==> config.mk <==
export PLATFORM = sky130hd
export DESIGN_NAME = zion_skid_reg_slice_flat
export DESIGN_NICKNAME = d
export VERILOG_FILES = /design/src/rtl/zion_stream_pkg.sv /design/src/rtl/zion_skid_reg_slice_if.sv /design/src/rtl/zion_clr_en_dff_sp.sv /design/src/rtl/zion_skid_reg_slice.sv /design/src/flat_wrapper.sv
export SDC_FILE = /design/constraint.sdc
export NUM_CORES = 1
export LEC_CHECK = 0
export BUFFER_PORTS_ARGS = -buffer_cell sky130_fd_sc_hd__buf_2
export CORE_AREA = 5 5 54 56
export CTS_CLUSTER_SIZE = 28
export DETAILED_ROUTE_END_ITERATION = 7
export DIE_AREA = 0 0 59 61
export GPL_ROUTABILITY_DRIVEN = 0
export PLACE_DENSITY = 0.72
export SLEW_MARGIN = 15
export SYNTH_ARGS = -nofsm -noshare
export SYNTH_HDL_FRONTEND = slang
export SYNTH_SLANG_ARGS = --single-unit
export TNS_END_PERCENT = 100
==> constraint.sdc <==
create_clock -name clk -period 1.6 [get_ports clk]
set_input_delay 0.32 -clock clk [delete_from_list [all_inputs] [get_ports clk]]
set_output_delay 0.32 -clock clk [all_outputs]
set_load 0.02 [all_outputs]
==> src/rtl/zion_stream_pkg.sv <==
// Shared stream types for the zion register-slice library.
// Holds the skid-buffer state encoding and occupancy sizing.
package zion_stream_pkg;

    typedef enum logic [1:0] {EMPTY, ONE, FULL} skid_state_e;

    localparam int unsigned SKID_DEPTH = 2;
    localparam int unsigned CNT_W      = $clog2(SKID_DEPTH + 1);

endpackage

==> src/rtl/zion_skid_reg_slice_if.sv <==
// Stream handshake bundle for zion_skid_reg_slice.
// The slave modport is the slice; the master modport drives it.
interface zion_skid_reg_slice_if #(
    parameter int unsigned WIDTH = 8
) ();
    import zion_stream_pkg::*;

    logic             iClr;
    logic             iVld;
    logic             oRdy;
    logic [WIDTH-1:0] iDat;
    logic             oVld;
    logic             iRdy;
    logic [WIDTH-1:0] oDat;
    logic [CNT_W-1:0] oCnt;

    modport master (
        output iClr, iVld, iDat, iRdy,
        input  oRdy, oVld, oDat, oCnt
    );

    modport slave (
        input  iClr, iVld, iDat, iRdy,
        output oRdy, oVld, oDat, oCnt
    );

endinterface

==> src/rtl/zion_clr_en_dff_sp.sv <==
// WIDTH-bit register with synchronous reset, clear and load enable.
// Reset takes priority over clear, clear over enable; both load INI_DATA.
module zion_clr_en_dff_sp #(
    parameter int unsigned      WIDTH    = 8,
    parameter logic [WIDTH-1:0] INI_DATA = '0
) (
    input  logic             clk,
    input  logic             rst,
    input  logic             i_clr,
    input  logic             i_en,
    input  logic [WIDTH-1:0] i_dat,
    output logic [WIDTH-1:0] o_dat
);

    logic [WIDTH-1:0] r_dat;

    always_ff @(posedge clk) begin
        if (rst) begin
            r_dat <= INI_DATA;
        end else if (i_clr) begin
            r_dat <= INI_DATA;
        end else if (i_en) begin
            r_dat <= i_dat;
        end
    end

    assign o_dat = r_dat;

endmodule

==> src/rtl/zion_skid_reg_slice.sv <==
// Two-entry valid/ready skid slice: registered data, valid and ready.
// No combinational path from downstream iRdy to upstream oRdy.
module zion_skid_reg_slice
    import zion_stream_pkg::*;
#(
    parameter int unsigned      WIDTH    = 8,
    parameter logic [WIDTH-1:0] INI_DATA = '0
) (
    input logic                   clk,
    input logic                   rst,
    zion_skid_reg_slice_if.slave  bus
);

    skid_state_e      r_state;
    logic             r_vld;
    logic             r_rdy;
    logic [CNT_W-1:0] r_cnt;

    logic             w_acc;
    logic             w_take;
    logic             w_main_en;
    logic             w_skid_en;
    logic [WIDTH-1:0] w_main_d;
    logic [WIDTH-1:0] w_skid_d;
    logic [WIDTH-1:0] w_main_q;
    logic [WIDTH-1:0] w_skid_q;

    assign w_acc  = bus.iVld && r_rdy;
    assign w_take = r_vld && bus.iRdy;

    always_comb begin
        w_main_en = 1'b0;
        w_skid_en = 1'b0;
        w_main_d  = bus.iDat;
        w_skid_d  = bus.iDat;
        case (r_state)
            EMPTY: w_main_en = w_acc;
            ONE: begin
                w_main_en = w_acc && w_take;
                w_skid_en = w_acc && !w_take;
            end
            FULL: begin
                // Drain: skid beat moves up to main, skid returns to idle value.
                w_main_en = w_take;
                w_main_d  = w_skid_q;
                w_skid_en = w_take;
                w_skid_d  = INI_DATA;
            end
            default: ;
        endcase
    end

    zion_clr_en_dff_sp #(
        .WIDTH    (WIDTH),
        .INI_DATA (INI_DATA)
    ) u_main (
        .clk   (clk),
        .rst   (rst),
        .i_clr (bus.iClr),
        .i_en  (w_main_en),
        .i_dat (w_main_d),
        .o_dat (w_main_q)
    );

    zion_clr_en_dff_sp #(
        .WIDTH    (WIDTH),
        .INI_DATA (INI_DATA)
    ) u_skid (
        .clk   (clk),
        .rst   (rst),
        .i_clr (bus.iClr),
        .i_en  (w_skid_en),
        .i_dat (w_skid_d),
        .o_dat (w_skid_q)
    );

    always_ff @(posedge clk) begin
        if (rst) begin
            r_state <= EMPTY;
            r_vld   <= 1'b0;
            r_rdy   <= 1'b0;
            r_cnt   <= '0;
        end else if (bus.iClr) begin
            r_state <= EMPTY;
            r_vld   <= 1'b0;
            r_rdy   <= 1'b1;
            r_cnt   <= '0;
        end else begin
            case (r_state)
                EMPTY: begin
                    r_rdy <= 1'b1;
                    if (w_acc) begin
                        r_state <= ONE;
                        r_vld   <= 1'b1;
                        r_cnt   <= CNT_W'(1);
                    end
                end
                ONE: begin
                    if (w_acc && !w_take) begin
                        r_state <= FULL;
                        r_rdy   <= 1'b0;
                        r_cnt   <= CNT_W'(2);
                    end else if (!w_acc && w_take) begin
                        r_state <= EMPTY;
                        r_vld   <= 1'b0;
                        r_cnt   <= '0;
                    end
                end
                FULL: begin
                    if (w_take) begin
                        r_state <= ONE;
                        r_rdy   <= 1'b1;
                        r_cnt   <= CNT_W'(1);
                    end
                end
                default: begin
                    r_state <= EMPTY;
                    r_vld   <= 1'b0;
                    r_rdy   <= 1'b1;
                    r_cnt   <= '0;
                end
            endcase
        end
    end

    assign bus.oRdy = r_rdy;
    assign bus.oVld = r_vld;
    assign bus.oCnt = r_cnt;
    assign bus.oDat = w_main_q;

endmodule

==> src/flat_wrapper.sv <==
// flat-port wrapper written by rule: the top's interface ports become plain ports
module zion_skid_reg_slice_flat import zion_stream_pkg::*;
#(
    parameter int unsigned      WIDTH    = 8,
    parameter logic [WIDTH-1:0] INI_DATA = '0
)
  (clk, rst, bus_iClr, bus_iVld, bus_iDat, bus_iRdy, bus_oRdy, bus_oVld, bus_oDat, bus_oCnt);
  zion_skid_reg_slice_if #(.WIDTH(WIDTH)) bus_i ();
  input logic clk;
  input logic rst;
  input wire logic [$bits(bus_i.iClr)-1:0] bus_iClr;
  input wire logic [$bits(bus_i.iVld)-1:0] bus_iVld;
  input wire logic [$bits(bus_i.iDat)-1:0] bus_iDat;
  input wire logic [$bits(bus_i.iRdy)-1:0] bus_iRdy;
  output wire logic [$bits(bus_i.oRdy)-1:0] bus_oRdy;
  output wire logic [$bits(bus_i.oVld)-1:0] bus_oVld;
  output wire logic [$bits(bus_i.oDat)-1:0] bus_oDat;
  output wire logic [$bits(bus_i.oCnt)-1:0] bus_oCnt;
  assign bus_i.iClr = bus_iClr;
  assign bus_i.iVld = bus_iVld;
  assign bus_i.iDat = bus_iDat;
  assign bus_i.iRdy = bus_iRdy;
  assign bus_oRdy = bus_i.oRdy;
  assign bus_oVld = bus_i.oVld;
  assign bus_oDat = bus_i.oDat;
  assign bus_oCnt = bus_i.oCnt;
  zion_skid_reg_slice #(.WIDTH(WIDTH), .INI_DATA(INI_DATA)) u_core (.clk(clk), .rst(rst), .bus(bus_i));
endmodule
# [Word level (Yosys, flattened, before mapping)]
# Index checks and enable logic that the tools add are counted.
[classes] n_reduce_logical=12 muxes=17 eq_ne=9 bitwise_logic=1
[ops] cell="2-to-1 mux 8 bit" n=2
[ops] cell="2-to-1 mux 2 bit" n=4
[ops] cell="2-to-1 mux 1 bit" n=6
[ops] cell="!= test 2 x 1 -> 1 bit (second input constant)" n=3
[ops] cell="!= test 3 x 2 -> 1 bit (second input constant)" n=2
[ops] cell="one-hot mux 1 bit (3 select lines)" n=2
[ops] cell="one-hot mux 2 bit (3 select lines)" n=1
[ops] cell="logical AND 1 bit" n=5
[ops] cell="one-hot mux 1 bit (2 select lines)" n=2
[ops] cell="AND reduction 4 bit" n=1
[ops] cell="!= test 3 x 1 -> 1 bit (second input constant)" n=1
[ops] cell="AND reduction 3 bit" n=1
[ops] cell="equality test 2 x 1 -> 1 bit (second input constant)" n=1
[ops] cell="equality test 2 bit (second input constant)" n=1
[ops] cell="zero test 1 bit" n=2
[ops] cell="zero test 2 bit" n=1
[ops] cell="!= test 2 bit (second input constant)" n=1
[ops] cell="AND reduction 2 bit" n=1
[ops] cell="OR reduction 2 bit" n=1
[ops] cell="NOT 1 bit" n=1
[totals] output_inout_bits=12 word_cells=44 ff_bits=20

# [Logic depth before layout (Yosys ltp)]
# Gate-level depths: netlist of run 1.
[logic_depth] ltp_word=6 mapped_depth=7

# [Cells and area by module]
# From an unflattened synthesis of run 1, not the netlist that was laid out.
[hier_totals] hier_cells=113 area_unflattened_um2=1032.2
[modules_own_cells] module="zion_clr_en_dff_sp" n_inst=2 area_per_inst_um2=295.3 cells_each=27
[modules_own_cells] module="zion_skid_reg_slice" n_inst=1 area_per_inst_um2=441.7 cells_each=59

# [Worst setup path after synthesis of run 1]
# Ideal clock, no wire load.
[synth_path] path_kind="flip-flop to flip-flop" start="reg u_core.r_state[0]" end="reg u_core.u_main.r_dat[3], in the netlist u_core.u_main.o_dat[3]" path_buffers=1 arrival_time_ps=1613 period_less_slack_ps=1745 slack_ps=-145 required_time_ps=1468 stages_incl_launch_ff=8 path_cell_list="dfxtp_1 -> inv_1 -> ha_1 -> and3_1 -> a211oi_4 -> buf_6 -> or3_1 -> a21oi_1"
[synth_between] elab_chain_len=2 elab_cells_between_ends=5 cone_classes="2 x eq/ne; 2 x mux; 1 x reduce/logical"
[synth_lines] element="from (decl)" line_no="zion_skid_reg_slice.sv:14" text="skid_state_e r_state;"
[synth_lines] element="from (signal assigned)" line_no="zion_skid_reg_slice.sv:79" text="r_state <= EMPTY;"
[synth_lines] element="from (signal assigned)" line_no="zion_skid_reg_slice.sv:84" text="r_state <= EMPTY;"
[synth_lines] element="from (signal assigned)" line_no="zion_skid_reg_slice.sv:93" text="r_state <= ONE;"
[synth_lines] element="equality test 2 bit (tied with other cells)" line_no="zion_skid_reg_slice.sv:36" text="case (r_state)"
[synth_lines] element="one-hot mux 1 bit (3 select lines) or 2-to-1 mux 8 bit (tied branches)" line_no="zion_skid_reg_slice.sv:36"
[synth_lines] element="to (signal assigned)" line_no="zion_clr_en_dff_sp.sv:23" text="r_dat <= i_dat;"
[synth_lines] element="to (decl)" line_no="zion_clr_en_dff_sp.sv:15" text="logic [WIDTH-1:0] r_dat;"
# Several ways; a longest one is shown, not always the timed one.
# A chain may end at the register's enable or synchronous reset.

# [Final worst setup path of run 1]
[layout_path] start="reg u_core.r_state[1]" end="reg u_core.u_main.r_dat[1], in the netlist u_core.u_main.o_dat[1]"
# Same word-level chain as after synthesis.

==> results of run 1 <==
flip-flops by register name, indices dropped and copies added, names as in the netlist:
name and count:
u_core.bus.oRdy 1, u_core.r_state 2, u_core.u_main.o_dat 8, u_core.u_skid.o_dat 8, u_core.bus.oVld 1
cell families after synthesis:
family,share of synthesized area (%)
compound gates,22.52
fa+ha+maj,4.668
buf+inv,4.550
flops,37.34
mux,9.335
simple gates,21.59
routing by layer:
layer  global-route usage (%)  part of all wire (%)
met5                        0                     0
met4                    8.414                   2.4
met3                    2.979                   4.8
met2                    27.44                    50
met1                    19.13                    42
Yosys cell counts (2+ instances only):
| cell type | instances |
|---|---|
| dfxtp_1 | 20 |
| a21oi_1 | 18 |
| o21ai_0 | 16 |
| mux2i_1 | 10 |
| nand4b_1 | 9 |
| or3_2 | 6 |
| nand2_1 | 5 |
| clkbuf_1 | 4 |
| ha_1 | 4 |
| nor2_1 | 4 |
| inv_1 | 3 |
| or3_1 | 3 |
| a21o_2 | 2 |
| and3_1 | 2 |
| nor3_1 | 2 |
cell type report:
class,instances,area (sq um)
Tap cell,30,37.54
Timing Repair Buffer,38,244.0
Clock buffer,4,47.55
Fill cell,216,934.6
Multi-Input combinational cell,91,706.9
Sequential cell,20,405.4
Inverter,3,11.26
what timing repair did:
action	in CTS	in global routing
pin swaps	6	10
endpoints found under the setup margin	8	18
setup buffers	0	1
gates cloned	1	0
resized for setup	10	23
worst max-delay path: cells and delay by family (launching register included):
kind | cells | cell delay (ns)
AO/OA/AOI/OAI | 2 | 0.21
buffers and inverters | 1 | 0.11
flip-flops | 1 | 0.38
AND/OR/NAND/NOR | 2 | 0.69
adder cells (fa/ha/maj) | 1 | 0.15
through the flow:
stage	TNS, ns	instance area [sq um]	setup slack [ns]	total power [uW]	utilization [%]
CTS	-0.03027	1388	-0.01095	1026	58.12
global route	-0.2306	1453	-0.04674	1064	60.85
finish	0	1453	0.006473	1030	60.85
detailed placement	-0.3182	1295	-0.07046	654.0	54.25
global placement	0	1295	0.02443	651.3	54.25
floorplan	0	1077	0.002188	601.0	-
report_power, final:
group	internal, uW	switching [uW]
clock network	191	176
registers	505	7.39
logic	67.3	83.7
worst min-delay path by stage:
stage / end / cells past startpoint
after floorplan: u_core.bus.oRdy / 1
after global placement: u_core.u_main.o_dat[0] / 2
after detailed placement: u_core.u_main.o_dat[4] / 2
after CTS: u_core.bus.oRdy / 2
after global routing: u_core.bus.oRdy / 2
final: u_core.bus.oRdy / 2
==> impl_metrics.json, run 1 <==
{
  "final_cell_mix": "buf_2 (24), dfxtp_1 (18), a21oi_1 (14)",
  "holdWs_ns": 0.1704,
  "cp-endpoint": "u_core.u_main.o_dat[1]",
  "grt_pass1_wl_um": 4360,
  "rows": 18,
  "netlist_top_cells_area": "dfxtp_1 (37%), mux2i_1 (9.3%), a21oi_1 (8.4%)",
  "post-route-drc-count": 0,
  "power_per_cell_area_nw_per_um2": 709.3,
  "core_region_area_sq_um": 2387,
  "finClkSkew_ns": 0.0005224,
  "synth_area_leader_cell": "dfxtp_1",
  "vias": 1085,
  "numCtsBuffers": 3,
  "slew_violations": 0,
  "yosysSeqAreaShare_pct": 37.34,
  "syn-cell-area_sq_um": 1072,
  "hp-class": "input port to register",
  "first_global_vias": 997,
  "cts_root_buf": "clkbuf_4",
  "boundaryPins": 25,
  "hpwl_um": 1955,
  "startpoint_type": "register",
  "hold_buffers": 0,
  "die_area_sq_um": 3599,
  "clk_latency_ns": 0.31,
  "synth_top_flop_cell": "dfxtp_1",
  "final_cells": 186,
  "wl_per_cell_um": 15.44,
  "criticalPathCategory": "register to register",
  "status": "completed",
  "grt_use_total_pct": 16.05,
  "die_h_um": 61,
  "r2r_slack_ns": 0.006,
  "ir_drop_mv": 0.4763,
  "vias_per_cell": 5.833,
  "cp-startpoint": "u_core.r_state[1]",
  "worstReg2RegStart": "u_core.r_state[1]",
  "synth_seq_cells": 20,
  "antenna_cells": 0,
  "ant_nets": 0,
  "fmax_mhz": 627.5,
  "antenna_found_initial": 0,
  "r2r_cells": 6,
  "synth_top_area_share_pct": 37.34,
  "clk_pin_slew_worst_paths_ns": 0.12,
  "drt_iter0_drc": 46,
  "dieWidth_um": 59,
  "crit_fanout": 5,
  "r2r-end": "u_core.u_main.o_dat[1]",
  "clock-sinks": 20,
  "area_growth_pct": 35.47,
  "period_share_pct": 99.60,
  "final_common_cell": "buf_2",
  "worstPathArrival_ns": 1.85,
  "syn_inst": 120,
  "yosysUniqueCellTypes": 27,
  "grt.overflow.total": 0,
  "dpl.cell_count": 180,
  "avgSynthCellArea_sq_um": 8.936,
  "synthArstFlopShare_pct": 0,
  "dr.pass1.iters": 4,
  "tritoncts": "yes",
  "drive_gt1_share_pct": 45.51,
  "htree_num_levels": 1,
  "end_kind": "register",
  "slew_headroom_pct": 75.21,
  "portBuffers": 24,
  "hold_path_startpoint": "rst",
  "path_cells": "buf_4 -> ha_4 -> and3_4 -> a211oi_4 -> or3_2 -> a21oi_1",
  "ys_warn_count": 0,
  "cp.required_ns": 1.85,
  "leakagePower_uw": 0.0005553,
  "wl_um": 2871,
  "cp_slowest_stage_delay_ns": 0.46,
  "finalCriticalPeriod_ns": 1.594,
  "grt_max_degree": 18,
  "synth_edf_count": 0,
  "final_hold_viol_count": 0,
  "cap_violations": 0,
  "synth_nets": 137,
  "setup_viol": 0,
  "fin_nets": 174,
  "clockBufferDepth": 2,
  "rsz0062_at_grt": "yes",
  "tightest_slew_ns": 0.3719,
  "start_util_pct": 44.92,
  "crit_slowest_cell": "or3_2"
}
Power figures use the tool's default switching activity.
==> run 2: changes to the inputs <==
--- a/config.mk
+++ b/config.mk
@@ -6,12 +6,12 @@
 export NUM_CORES = 1
 export LEC_CHECK = 0
 export BUFFER_PORTS_ARGS = -buffer_cell sky130_fd_sc_hd__buf_2
-export CORE_AREA = 5 5 54 56
+export CORE_AREA = 5 5 52 54
 export CTS_CLUSTER_SIZE = 28
 export DETAILED_ROUTE_END_ITERATION = 7
-export DIE_AREA = 0 0 59 61
+export DIE_AREA = 0 0 57 59
 export GPL_ROUTABILITY_DRIVEN = 0
-export PLACE_DENSITY = 0.72
+export PLACE_DENSITY = 0.74
 export SLEW_MARGIN = 15
 export SYNTH_ARGS = -nofsm -noshare
 export SYNTH_HDL_FRONTEND = slang
==> constraint.sdc (replaced) <==
create_clock -name clk -period 1.5 [get_ports clk]
set_input_delay 0.3 -clock clk [delete_from_list [all_inputs] [get_ports clk]]
set_output_delay 0.3 -clock clk [all_outputs]
set_load 0.02 [all_outputs]
==> impl_metrics.json, run 2 (synthesis gave the netlist of run 1 again) <==
{
  "path_cells": "inv_4 -> ha_4 -> and3_4 -> a211oi_4 -> buf_4 -> or3_4 -> a21oi_2",
  "fin_nets": 174,
  "clock-sinks": 20,
  "fill_cells": 182,
  "crit_fanout": 6,
  "dr.pass1.iters": 4,
  "wl_per_cell_um": 16.13,
  "violations": "negative setup slack",
  "rsz0062_at_grt": "yes",
  "register_area_sq_um": 407.9,
  "portBuffers": 24,
  "finClkSkew_ns": 0.006595,
  "grt.overflow.total": 0,
  "numCtsBuffers": 3,
  "ir_drop_mv": 0.6490,
  "post-route-drc-count": 0,
  "antenna_found_initial": 0,
  "vias": 1069,
  "startpoint_type": "register",
  "ant_nets": 0,
  "grt_use_total_pct": 17.43,
  "place_ws_ns": -0.1520,
  "p_total_uw": 1108,
  "status": "finished with violations",
  "hold_buffers": 0,
  "layout_setup_ws_ns": -0.08916,
  "boundaryPins": 25,
  "final_cell_mix": "buf_2 (24), dfxtp_1 (18), a21oi_1 (11), o21ai_2 (11), mux2i_1 (10)",
  "clk_latency_ns": 0.30,
  "whs_path_depth": 2,
  "first_global_vias": 975,
  "end_kind": "register",
  "drive_gt1_share_pct": 53.85,
  "hpwl_um": 1976,
  "fmax_mhz": 629.3,
  "worstPathArrival_ns": 1.80,
  "path_delay_family": "compound AO/OA/AOI/OAI gates",
  "crit_cells": 7,
  "power_per_cell_area_nw_per_um2": 715.1,
  "criticalPathCategory": "register to register",
  "grt_pass1_wl_um": 4581,
  "multiInputGateArea_sq_um": 789.5,
  "antenna_cells": 0,
  "dieWidth_um": 57,
  "final_hold_viol_count": 0,
  "area_growth_pct": 44.46,
  "rows": 17,
  "vias_per_cell": 5.810,
  "r2r_cells": 7,
  "drt_iter0_drc": 18,
  "final_common_cell": "buf_2",
  "die_h_um": 59,
  "cp.required_ns": 1.71,
  "finalCriticalPeriod_ns": 1.589,
  "cts_root_buf": "clkbuf_4",
  "leakagePower_uw": 0.0005670,
  "period_share_pct": 105.9,
  "tightest_slew_ns": 0.3847,
  "crit_slowest_cell": "dfxtp_4",
  "crit_buf_inv": 2,
  "core_region_area_sq_um": 2170,
  "slew_headroom_pct": 74.31,
  "start_util_pct": 49.42,
  "grt_max_degree": 22,
  "cp_slowest_stage_delay_ns": 0.40,
  "cap_violations": 0,
  "tritoncts": "yes",
  "clockBufferDepth": 2,
  "hp-class": "input port to register",
  "slew_violations": 0,
  "htree_num_levels": 1,
  "die_area_sq_um": 3363,
  "setup_viol": 9,
  "clk_pin_slew_worst_paths_ns": 0.12,
  "wl_um": 2968
}
[run 2: changes by cell type in the layout (fill, tap and decap cells not counted), moves of 3 or more]
cell     change
or3_2        -4
or3_4        +4
o21ai_2      +9
a21oi_1      -3
o21ai_0      -6
o21ai_1      -3
[run 2: per-layer routing]
metal | vias to the layer above | global-route usage [%] | share of wire [%]
li1 | 518 | - | -
met1 | 520 | 22.63 | 43
met2 | 26 | 28.87 | 51
met3 | 5 | 3.704 | 5.2
met4 | 0 | 5.629 | 1.0
met5 | - | 0 | 0
[run 2: per-stage QoR]
step	setup TNS (ns)	cells	hold slack (ns)	area [sq um]	util, %
floorplan	-0.1824	120	0.3724	1134	-
global placement	-0.3777	177	0.4546	1350	62.23
detailed placement	-0.8307	177	0.4677	1350	62.23
CTS	-0.2588	183	0.1532	1483	68.34
global route	-1.436	184	0.1507	1549	71.40
finish	-0.5517	184	0.1681	1549	71.40
[run 2: final timing paths]
path | from | endpoint | slack [ns]
hold / removal | rst | u_core.bus.oRdy | 0.17
setup reg to reg | u_core.r_state[1] | u_core.u_main.o_dat[6] | -0.09
hold reg to reg | u_core.u_skid.o_dat[4] | u_core.u_skid.o_dat[4] | 0.47
setup / recovery | u_core.r_state[1] | u_core.u_main.o_dat[6] | -0.09
[run 2: cell type report]
type | count | area share, %
Sequential cell | 20 | 26.33
Clock buffer | 4 | 3.069
Timing Repair Buffer | 38 | 16.32
Tap cell | 28 | 2.262
Multi-Input combinational cell | 91 | 50.97
Inverter | 3 | 1.050
[run 2: power by group]
| part | switching (uW) | internal [uW] | total, uW |
|---|---|---|---|
| clock network | 173 | 203 | 376 |
| logic | 99.3 | 83.7 | 183 |
| registers | 10.1 | 538 | 548 |
| total | 282 | 825 | 1110 |
[run 2: worst reg2reg max path, cell delays in order, from the launching register on]
cell and delay, ns:
dfxtp_4 0.40, inv_4 0.05, ha_4 0.15, and3_4 0.19, a211oi_4 0.38, buf_4 0.18
or3_4 0.11, a21oi_2 0.04
[run 2: timing repair]
item | in CTS | in global routing
endpoints found under the setup margin | 18 | 18
gates cloned | 1 | 0
setup buffers | 1 | 1
resized for setup | 24 | 22
pin swaps | 7 | 17
==> run 3: changes to the inputs <==
--- a/config.mk
+++ b/config.mk
@@ -5,14 +5,15 @@
 export SDC_FILE = /design/constraint.sdc
 export NUM_CORES = 1
 export LEC_CHECK = 0
+export ABC_AREA = 1
 export BUFFER_PORTS_ARGS = -buffer_cell sky130_fd_sc_hd__buf_2
-export CORE_AREA = 5 5 52 54
+export CORE_AREA = 5 5 53 55
 export CTS_CLUSTER_SIZE = 28
 export DETAILED_ROUTE_END_ITERATION = 7
-export DIE_AREA = 0 0 57 59
+export DIE_AREA = 0 0 58 60
 export GPL_ROUTABILITY_DRIVEN = 0
-export PLACE_DENSITY = 0.74
-export SLEW_MARGIN = 15
+export PLACE_DENSITY = 0.73
+export SLEW_MARGIN = 20
 export SYNTH_ARGS = -nofsm -noshare
 export SYNTH_HDL_FRONTEND = slang
 export SYNTH_SLANG_ARGS = --single-unit
==> impl_metrics.json, run 3 <==
{
  "numCtsBuffers": 3,
  "clockPowerShare_pct": 35.2,
  "dr.pass1.iters": 4,
  "slew_headroom_pct": 86.73,
  "clock-sinks": 20,
  "criticalPathCategory": "register to register",
  "clockBufferDepth": 2,
  "portBuffers": 24,
  "p_seq_share_pct": 44.5,
  "start_util_pct": 47.17,
  "highest_layer": "met4",
  "clk_latency_ns": 0.30,
  "layout_setup_ws_ns": 0.1251,
  "htree_num_levels": 1,
  "ys_top_cells_by_count": "nand2_1 (30), nor2_1 (22), dfxtp_1 (20)",
  "synth_nets": 172,
  "ant_nets": 0,
  "clk_pin_slew_worst_paths_ns": 0.12,
  "wl_um": 2310,
  "cp.required_ns": 1.72,
  "netlist_top_cells_area": "dfxtp_1 (36%), nand2_1 (10%), nand3_1 (8.6%)",
  "wl_met2_um": 1007,
  "setup_viol": 0,
  "post-route-drc-count": 0,
  "tritoncts": "yes",
  "ir_drop_mv": 0.8641,
  "hold_buffers": 0,
  "grt.overflow.total": 0,
  "antenna_found_initial": 0,
  "multiInputGateArea_sq_um": 599.3,
  "fill_cells": 244,
  "tightest_slew_ns": 0.1991,
  "synth_edf_count": 0,
  "hold_path_end": "u_core.bus.oRdy",
  "rows": 18,
  "r2r_cells": 9,
  "syn_inst": 155,
  "vias_per_cell": 4.924,
  "drive_gt1_share_pct": 25.97,
  "core_region_area_sq_um": 2342,
  "final_common_cell": "nand2_1",
  "grt_use_total_pct": 14.27,
  "ctsResizeCount": 0,
  "final_hold_viol_count": 0,
  "fmax_mhz": 727.3,
  "power.internal_uw": 917.0,
  "synth_seq_cells": 20,
  "cap_violations": 0,
  "r2r-end": "u_core.u_main.o_dat[7]",
  "wl_per_cell_um": 10.95,
  "met1_length_um": 1098,
  "holdWs_ns": 0.1637,
  "yosysUniqueCellTypes": 22,
  "crit_fanout": 16,
  "leakagePower_uw": 0.0006242,
  "synth_top_area_share_pct": 36.24,
  "yosysMostFrequentCell": "nand2_1",
  "finalCriticalPeriod_ns": 1.375,
  "first_global_vias": 924,
  "synth_top_flop_cell": "dfxtp_1",
  "die_h_um": 60,
  "p_total_uw": 1259,
  "dr_wl_met3_um": 182,
  "post-cts-setup-buffers": 0,
  "grt_max_degree": 20,
  "synth_area_leader_cell": "dfxtp_1",
  "status": "completed",
  "whs_path_depth": 2,
  "die_area_sq_um": 3480,
  "r2r_slack_ns": 0.13,
  "grt_pass1_wl_um": 3946,
  "synthArstFlopShare_pct": 0,
  "slew_violations": 0,
  "startpoint_type": "register",
  "cts_root_buf": "clkbuf_4",
  "p_comb_share_pct": 20.2,
  "yosysSeqAreaShare_pct": 36.24,
  "finClkSkew_ns": 0.002579,
  "worstPathArrival_ns": 1.59,
  "antenna_cells": 0,
  "fin_nets": 199,
  "place_ws_ns": 0.07151,
  "boundaryPins": 25,
  "tns_ns": 0,
  "worstReg2RegStart": "u_core.r_state[0]",
  "p_sw_share_pct": 27.15,
  "hold_path_startpoint": "rst",
  "avgSynthCellArea_sq_um": 7.128,
  "hp-class": "input port to register",
  "rsz0062_at_grt": "no",
  "dieWidth_um": 58,
  "syn-cell-area_sq_um": 1105,
  "end_kind": "register",
  "drt_iter0_drc": 38,
  "hpwl_um": 1743,
  "area_growth_pct": 20.39,
  "vias": 1039,
  "power.switching_uw": 341.8,
  "power_per_cell_area_nw_per_um2": 946.4,
  "register_area_sq_um": 401.6,
  "period_share_pct": 91.66,
  "final_cell_mix": "nand2_1 (30), buf_2 (24), nor2_1 (22)",
  "ys_warn_count": 0
}
==> run 3: through the flow <==
stage	std cells	cell area [sq um]	utilization, %
after CTS	211	1313	56.04
final	211	1330	56.78
after detailed placement	207	1260	53.79
after global routing	211	1330	56.78
after floorplan	155	1105	-
after global placement	207	1260	53.79
==> run 3: cell families (layout without fill, tap and decap cells) <==
logic type | count (synthesis) | count (layout) | synth area share (%)
adder cells (fa/ha/maj) | 4 | 4 | 4.530
AO/OA/AOI/OAI | 29 | 29 | 15.74
flip-flops | 20 | 20 | 36.24
AND/OR/NAND/NOR | 79 | 79 | 32.50
buffers and inverters | 23 | 49 | 10.98
==> run 3: how the worst max path moves through the flow <==
stage,startpoint,end,slack (ns),cells past startpoint
after floorplan,u_core.r_state[0],u_core.u_main.o_dat[0],0.004,8
after global placement,u_core.r_state[0],u_core.u_main.o_dat[6],0.13,9
after detailed placement,u_core.r_state[0],u_core.u_main.o_dat[7],0.07,9
after CTS,u_core.r_state[0],u_core.u_main.o_dat[7],0.02,9
after global routing,u_core.r_state[0],u_core.u_skid.o_dat[0],0.02,6
final,u_core.r_state[0],u_core.u_main.o_dat[7],0.13,9
==> run 3: metal layers <==
layer,GRT usage (%),up-vias
met5,0,-
met4,5.629,0
met3,3.024,2
met2,21.94,35
met1,19.45,453
li1,-,549
==> run 3: power by group through the flow <==
stage	sequential (uW)	combinational, uW	clock [uW]
after floorplan	593	164	0
after global placement	571	242	0
after detailed placement	572	248	0
after CTS	560	249	458
after global routing	563	286	471
final	560	255	444
==> run 3: layout make-up <==
type / instances / area share (%)
timing repair buffer: 28 / 13.17
inverter: 17 / 4.798
clock inverter: 1 / 2.258
multi-input combinational: 112 / 45.06
sequential: 20 / 30.20
tap: 30 / 2.822
clock buffer: 3 / 1.693
==> run 3: critical path, stage by stage, from the launching register on <==
cell     delay [ns]
dfxtp_2        0.37
buf_4          0.12
ha_2           0.22
nand3_1        0.09
nand2_1        0.09
nand2_2        0.09
nand2_8        0.12
nand3_1        0.09
nand2_1        0.06
nor2_1         0.04
